**src/rtl/unit_test_sequencer.sv**
```systemverilog
`default_nettype none
// ============================================================================
// Module   : unit_test_sequencer
// Brief    : Ordered regression controller that launches masked unit-test
//            channels one at a time and records pass / fail / timeout.
// Revision : 1.0 - initial release
// ============================================================================
module unit_test_sequencer #(
    parameter int NUM_CH  = 15,
    parameter int TIMEOUT = 1024,
    parameter int WIDTH   = 32,
    parameter int CH_W    = (NUM_CH > 1) ? $clog2(NUM_CH) : 1,
    parameter int CNT_W   = $clog2(NUM_CH + 1)
) (
    input  logic              clk,
    input  logic              reset,
    input  logic              start,
    input  logic              abort,
    input  logic [NUM_CH-1:0] ch_mask,
    input  logic [NUM_CH-1:0] ch_done,
    input  logic [NUM_CH-1:0] ch_pass,
    output logic [NUM_CH-1:0] ch_start,
    output logic              busy,
    output logic              done,
    output logic              aborted,
    output logic [CH_W-1:0]   cur_ch,
    output logic [NUM_CH-1:0] pass_vec,
    output logic [NUM_CH-1:0] fail_vec,
    output logic [NUM_CH-1:0] timeout_vec,
    output logic [CNT_W-1:0]  pass_count,
    output logic [CNT_W-1:0]  fail_count,
    output logic [WIDTH-1:0]  run_cycles
);

    localparam int                c_TMR_W    = $clog2(TIMEOUT);
    localparam logic [c_TMR_W-1:0] c_TMR_LAST = c_TMR_W'(TIMEOUT - 1);
    localparam logic [CH_W-1:0]   c_LAST_CH  = CH_W'(NUM_CH - 1);
    localparam logic [NUM_CH-1:0] c_ONE_HOT  = NUM_CH'(1);

    localparam logic [2:0] c_IDLE   = 3'd0;
    localparam logic [2:0] c_SELECT = 3'd1;
    localparam logic [2:0] c_LAUNCH = 3'd2;
    localparam logic [2:0] c_WAIT   = 3'd3;
    localparam logic [2:0] c_RECORD = 3'd4;
    localparam logic [2:0] c_FINISH = 3'd5;

    logic [2:0]         r_state;
    logic [NUM_CH-1:0]  r_mask;
    logic [c_TMR_W-1:0] r_timer;
    logic               r_got_pass;
    logic               r_got_timeout;

    logic w_sel_en;
    logic w_cur_done;
    logic w_cur_pass;
    logic w_is_last;

    assign w_sel_en   = r_mask[cur_ch];
    assign w_cur_done = ch_done[cur_ch];
    assign w_cur_pass = ch_pass[cur_ch];
    assign w_is_last  = (cur_ch == c_LAST_CH);

    always_ff @(posedge clk) begin
        if (!reset) begin
            r_state       <= c_IDLE;
            r_mask        <= '0;
            r_timer       <= '0;
            r_got_pass    <= 1'b0;
            r_got_timeout <= 1'b0;
            ch_start      <= '0;
            busy          <= 1'b0;
            done          <= 1'b0;
            aborted       <= 1'b0;
            cur_ch        <= '0;
            pass_vec      <= '0;
            fail_vec      <= '0;
            timeout_vec   <= '0;
            pass_count    <= '0;
            fail_count    <= '0;
            run_cycles    <= '0;
        end else begin
            ch_start <= '0;
            done     <= 1'b0;
            if (busy && (run_cycles != '1)) begin
                run_cycles <= run_cycles + WIDTH'(1);
            end

            case (r_state)
                c_IDLE: begin
                    if (start) begin
                        r_mask      <= ch_mask;
                        pass_vec    <= '0;
                        fail_vec    <= '0;
                        timeout_vec <= '0;
                        pass_count  <= '0;
                        fail_count  <= '0;
                        run_cycles  <= '0;
                        aborted     <= 1'b0;
                        cur_ch      <= '0;
                        busy        <= 1'b1;
                        r_state     <= c_SELECT;
                    end
                end
                c_FINISH: begin
                    busy    <= 1'b0;
                    r_state <= c_IDLE;
                end
                default: begin
                    // Abort overrides any verdict arriving in the same cycle.
                    if (abort) begin
                        aborted <= 1'b1;
                        done    <= 1'b1;
                        r_state <= c_FINISH;
                    end else begin
                        case (r_state)
                            c_SELECT: begin
                                if (w_sel_en) begin
                                    ch_start <= c_ONE_HOT << cur_ch;
                                    r_state  <= c_LAUNCH;
                                end else if (w_is_last) begin
                                    done    <= 1'b1;
                                    r_state <= c_FINISH;
                                end else begin
                                    cur_ch <= cur_ch + CH_W'(1);
                                end
                            end
                            c_LAUNCH: begin
                                r_timer <= '0;
                                r_state <= c_WAIT;
                            end
                            c_WAIT: begin
                                if (w_cur_done) begin
                                    r_got_pass    <= w_cur_pass;
                                    r_got_timeout <= 1'b0;
                                    r_state       <= c_RECORD;
                                end else if (r_timer == c_TMR_LAST) begin
                                    r_got_pass    <= 1'b0;
                                    r_got_timeout <= 1'b1;
                                    r_state       <= c_RECORD;
                                end else begin
                                    r_timer <= r_timer + c_TMR_W'(1);
                                end
                            end
                            c_RECORD: begin
                                if (r_got_pass) begin
                                    pass_vec[cur_ch] <= 1'b1;
                                    pass_count       <= pass_count + CNT_W'(1);
                                end else begin
                                    fail_vec[cur_ch] <= 1'b1;
                                    fail_count       <= fail_count + CNT_W'(1);
                                    if (r_got_timeout) begin
                                        timeout_vec[cur_ch] <= 1'b1;
                                    end
                                end
                                if (w_is_last) begin
                                    done    <= 1'b1;
                                    r_state <= c_FINISH;
                                end else begin
                                    cur_ch  <= cur_ch + CH_W'(1);
                                    r_state <= c_SELECT;
                                end
                            end
                            default: begin
                                busy    <= 1'b0;
                                r_state <= c_IDLE;
                            end
                        endcase
                    end
                end
            endcase
        end
    end

endmodule
`default_nettype wire

```
**config.mk**
```make
export PLATFORM = sky130hd
export DESIGN_NAME = unit_test_sequencer
export DESIGN_NICKNAME = d
export VERILOG_FILES = /design/src/rtl/unit_test_sequencer.sv
export SDC_FILE = /design/constraint.sdc
export NUM_CORES = 1
export LEC_CHECK = 0
export ABC_CLOCK_PERIOD_IN_PS = 2950
export CORE_MARGIN = 2
export CORE_UTILIZATION = 45
export CTS_CLUSTER_DIAMETER = 50
export DETAILED_ROUTE_END_ITERATION = 8
export PLACE_DENSITY = 0.75
export SLEW_MARGIN = 30
export SYNTH_ARGS = -nofsm -noshare
export SYNTH_HDL_FRONTEND = slang
export SYNTH_SLANG_ARGS = --single-unit
```
**constraint.sdc**
```tcl
create_clock -name clk -period 2.95 [get_ports clk]
set_clock_uncertainty 0.05 [all_clocks]
set_input_delay 0.59 -clock clk [delete_from_list [all_inputs] [get_ports clk]]
set_output_delay 0.59 -clock clk [all_outputs]
set_load 0.01 [all_outputs]
```
## After elaboration in Yosys (flattened, before gate mapping)

Cells that the tools add are included.

| operators by class | value |
|---|---|
| add/subtract/negate cells | 5 |
| magnitude comparators | 2 |
| equal/unequal tests | 18 |
| shift operators | 1 |
| muxes and demuxes | 66 |
| bitwise operators | 9 |
| reductions and logical operators | 24 |

Operators with widths:

| kind | count |
|---|---|
| $mux 15 | 11 |
| $mux 32 | 3 |
| $pmux 15 s2 | 3 |
| $or 15x15->15 | 3 |
| $mux 4 | 10 |
| $add 32x1->32 const B | 1 |
| $ne 32x32->1 const B | 1 |
| $pmux 4 s2 | 4 |
| $mux 3 | 7 |
| $mux 10 | 2 |
| $pmux 10 s2 | 1 |
| $reduce_and 5->1 | 4 |
| $mux 1 | 16 |
| $shl 1x4->15 const A | 1 |
| $add 4x1->4 const B | 3 |
| $bmux 1 s4 | 3 |
| $ne 6x6->1 const B | 2 |
| $pmux 3 s4 | 1 |
| $reduce_bool 2->1 | 6 |
| $add 10x1->10 const B | 1 |
| $eq 10x10->1 const B | 1 |
| $reduce_and 3->1 | 3 |
| $eq 3x2->1 const B | 2 |
| $eq 3x3->1 const B | 2 |
| 22 further kinds | 34 |

| word-level totals | value |
|---|---|
| register bits | 137 |
| input port bits | 49 |
| output and inout port bits | 107 |
| word-level logic and storage cells | 141 |

## Depth between registers and ports, before layout

| logic depth | value |
|---|---|
| depth in word-level cells | 10 |
| depth in mapped cells | 10 |
| mapped depth without buffers | 8 |

## Worst setup path before layout

OpenSTA, ideal clock, no wires.

| path | value |
|---|---|
| kind | register to register |
| start point | reg cur_ch[0] |
| end point | reg cur_ch[3] |
| library setup time | 70 ps |
| data arrival time | 2186 ps |
| data required time | 2830 ps |
| slack | 644 ps |
| stages on the path, launching flop included | 10 |
| path buffers | 1 |
| period minus slack after synthesis | 2306 ps |
| path through | dfxtp_1 clkbuf_8 inv_1 ha_1 nand3_1 nand3_1 a221oi_1 o31ai_1 or3_1 a21oi_1 |

| on the way | value |
|---|---|
| longest elaborated chain between the ends | 6 |
| elaborated cells between the ends (all ways) | 11 |
| classes of those cells | 1 x add/sub; 2 x eq/ne; 7 x mux; 1 x reduce/logical |

Ends and longest elaborated chain:

| element | RTL line | source |
|---|---|---|
| start, declared | 26 | `output logic [CH_W-1:0] cur_ch,` |
| start signal, assigned | 124 | `cur_ch <= cur_ch + CH_W'(1);` |
| start signal, assigned | 159 | `cur_ch <= cur_ch + CH_W'(1);` |
| $add 4x1->4 or $eq 4x4->1 (tied branches) | 124, 159, 61 |  |
| $mux 4 | 120, 155 |  |
| $mux 4 | 117 | `if (w_sel_en) begin` |
| $pmux 4 s2 | 115 | `case (r_state)` |
| $mux 4 | 110 | `if (abort) begin` |
| $pmux 4 s2 | 88 | `case (r_state)` |

Parallel ways exist; a longest one is shown, timed or not. The select of a mux whose other input is x is not followed.
A chain may end at the register's enable or synchronous reset.

## Worst setup path in the final report

| path | value |
|---|---|
| start point | reg cur_ch[2] |
| end point | reg r_timer[7] |

| on the way | value |
|---|---|
| longest elaborated chain between the ends | 4 |

Ends and longest elaborated chain:

| element | RTL line | source |
|---|---|---|
| $bmux 1 s4 | 59 | `assign w_cur_done = ch_done[cur_ch];` |
| $mux 1 (not written as such) | 59 |  |
| $ne 2x2->1 (no source line) | - |  |
| $reduce_and 5->1 (no source line) | - |  |
| end signal, assigned | 141 | `r_timer <= r_timer + c_TMR_W'(1);` |
| end, declared | 49 | `logic [c_TMR_W-1:0] r_timer;` |

Every way passes these cells. The select of a mux whose other input is x is not followed.

==> reports/results.ini <==
[finish]
layout_common_cells = clkdlybuf4s50_1 (155), dfxtp_1 (136), nor2_1 (111), nand2_1 (69), a21oi_1 (51)
layout_commonest_cell = clkdlybuf4s50_1
area_growth_syn_to_layout_pct = 36.6
nets = 886
design_area_mm2 = 0.00818
num_antenna_cells = 0
drive_gt1_frac = 0.0868

[yosys]
synth_edf_count = 0
async_reset_ff_frac = 0
synth-simple-area-share = 0.239
synth_fa_ha_area_frac = 0.0188
synthTopCellsByArea = dfxtp_1 (46%), nor2_1 (7.0%), nand2_1 (4.4%), a21oi_1 (4.3%), xor2_1 (4.1%)
synth_xor_area_frac = 0.0512
synth_cell_types = 58
synth_nets = 738
syn_area_mm2 = 0.00599
synth_area_per_cell_um2 = 8.80
ys_seq_area_frac = 0.458
synth.top_cell.area_share = 0.458
ys.flop_type = dfxtp_1
synth_top_family_by_area = simple AND/OR/NAND/NOR gates
ys_warn_count = 0
ys_seq_elements = 137
synth_compound_area_frac = 0.125
synth_mux_area_frac = 0.0487
syn_inst = 680
synth_top_area_cell = dfxtp_1

[sta]
finalCritPeriodShare = 0.886
tns_ps = 0
rsz0062_at_grt = no
finalSetupViolCount = 0
report.final.slew_viol_count = 0
min_period_ps = 2610
worst_slew_pin_slew_ps = 904
max_freq_ghz = 0.383
slew-limit-headroom = 0.390
hold_viol = 0

[power_and_ir_drop]
power.leakage_nw = 2.93
p_per_area_mw_per_mm2 = 544
vdd_drop_max_v = 0.000329

[worst_hold_path]
min_from = r_mask[14]
hold_path_class = flip-flop to flip-flop
hold_depth = 2
holdPathEnd = r_mask[14]

[routing]
avgRoutedWirePerCell_um = 15.7
wl_um = 15900
via_per_inst = 5.42
vias = 5514
drt_pass1_iterations = 5
ant_nets = 0
drt-initial-drc-count = 572
drc = 0

[clock_tree]
numCtsBuffers = 17
cts-root-buf = clkbuf_16
clk_path_buf_depth = 2
clock_sink_count = 137
clk_latency_ps = 420
cts_max_level = 4
clkSlewWorstSetupHoldPaths_ps = 60
postCtsSetupRepairBufs = 0
cts_tree = built

[global_route]
grt_pass1_vias = 4978
antenna_found_initial = 0
grt_max_degree = 37
grt_pass1_wl_um = 25300
grt-ovfl-total = 0
grt_use_total = 0.222

[setup_path]
crit_path_start_kind = flip-flop
worst-setup-path-type = flip-flop to flip-flop
rr_worst_depth = 6
rrSetupSlack_ps = 340
crit_path_max_fanout = 16
r2r_start = cur_ch[2]
crit_required_ps = 3240
timing.rr.end = r_timer[7]
endpoint_kind = flip-flop
arrival_ps = 2900

[die]
die_h_um = 119
rows = 42
die_w_um = 119
core_area_mm2 = 0.0131
ioPinCount = 156
dieArea_mm2 = 0.0142
start_util = 0.456

[outcome]
outcome = finished, final reports clean

[place]
port_buffers = 155
placed_area_mm2 = 0.00761
dpl.hpwl_um = 11300
gp_congestion = 0.863

[flow_run]
drv_cap = 0

==> routing by layer <==
metal  vias to the layer above  share of wire  GRT usage
li1                       2683              -          -
met1                      2615           0.47      0.306
met2                       203           0.46      0.348
met3                        13          0.059     0.0536
met4                         0          0.010     0.0640
met5                         -              0          0
==> worst max-delay path by stage <==
stage	from	to	slack (ps)
5_1_grt	cur_ch[2]	r_timer[7]	190
3_3_place_gp	ch_done[3]	r_timer[7]	280
6_report	cur_ch[2]	r_timer[7]	340
2_1_floorplan	cur_ch[0]	cur_ch[3]	640
4_1_cts	cur_ch[1]	r_timer[7]	160
3_5_place_dp	ch_done[3]	r_timer[7]	110
==> worst max-delay path, stage by stage, from the launching register on <==
cell and delay, ps:
dfxtp_1 740, mux2_2 410, a21oi_1 180, mux4_2 400
nand4_1 230, or3_1 370, a21oi_1 150
==> sequential cells by signal (all words and copies together) (netlist names), 3 cells and up <==
name,cells
timeout_vec,15
cur_ch,4
pass_vec,15
fail_count,4
r_mask,15
r_state,3
ch_start,15
pass_count,4
fail_vec,15
run_cycles,32
r_timer,10
==> kinds of logic after synthesis <==
logic type	count (synthesis)
buffers and inverters	57
and+or+nand+nor	303
xor gates and xnor gates	35
DFF	137
AOI/OAI and AO/OA	124
muxes	15
adders and majority gates	9
==> synthesized netlist by cell type (all sizes together) (2+ instances only) <==
| library cell | number |
|---|---|
| a211oi | 3 |
| inv | 11 |
| or3 | 10 |
| and2 | 3 |
| mux2i | 4 |
| nor4b | 2 |
| dfxtp | 137 |
| nand4 | 19 |
| xor2 | 28 |
| o21ai | 15 |
| mux2 | 2 |
| and3 | 15 |
| nor3 | 7 |
| a22oi | 2 |
| a31oi | 39 |
| nor2b | 7 |
| xnor2 | 7 |
| nor2 | 113 |
| a21oi | 51 |
| and4 | 5 |
| nand2 | 70 |
| nand2b | 3 |
| buf | 10 |
| nor3b | 3 |
| or2 | 3 |
| mux4 | 9 |
| nand3 | 36 |
| ha | 9 |
| and2b | 3 |
| o31ai | 3 |
| clkbuf | 35 |
==> area by class of cell <==
type / count / area (um2)
Clock buffer: 17 / 425
Clock inverter: 15 / 140
Fill cell: 1105 / 4960
Inverter: 12 / 45.0
Multi-Input combinational cell: 486 / 2900
Sequential cell: 137 / 2740
Tap cell: 176 / 220
Timing Repair Buffer: 174 / 1710
==> power by group <==
part	switching (mW)	leakage [nW]	internal (mW)
logic	0.274	1.56	0.227
clock network	0.840	0.267	1.17
registers	0.0477	1.11	1.89
==> what timing repair did <==
| item | 4_1_cts | 5_1_grt |
|---|---|---|
| endpoints found under the setup margin | 0 | 3 |
| gates resized for setup | 0 | 1 |
| hold buffers | 0 | 0 |
==> through the flow <==
step | worst slack [ps] | hold WS (ps) | util | std cells | total power [mW]
global placement | 277 | 394 | 0.579 | 985 | 2.46
floorplan | 644 | 382 | - | 680 | 2.28
detailed placement | 110 | 397 | 0.579 | 985 | 2.47
global route | 185 | 429 | 0.623 | 1017 | 4.61
finish | 337 | 407 | 0.623 | 1017 | 4.45
CTS | 161 | 405 | 0.622 | 1017 | 4.47
Power figures use the tool's default switching activity.
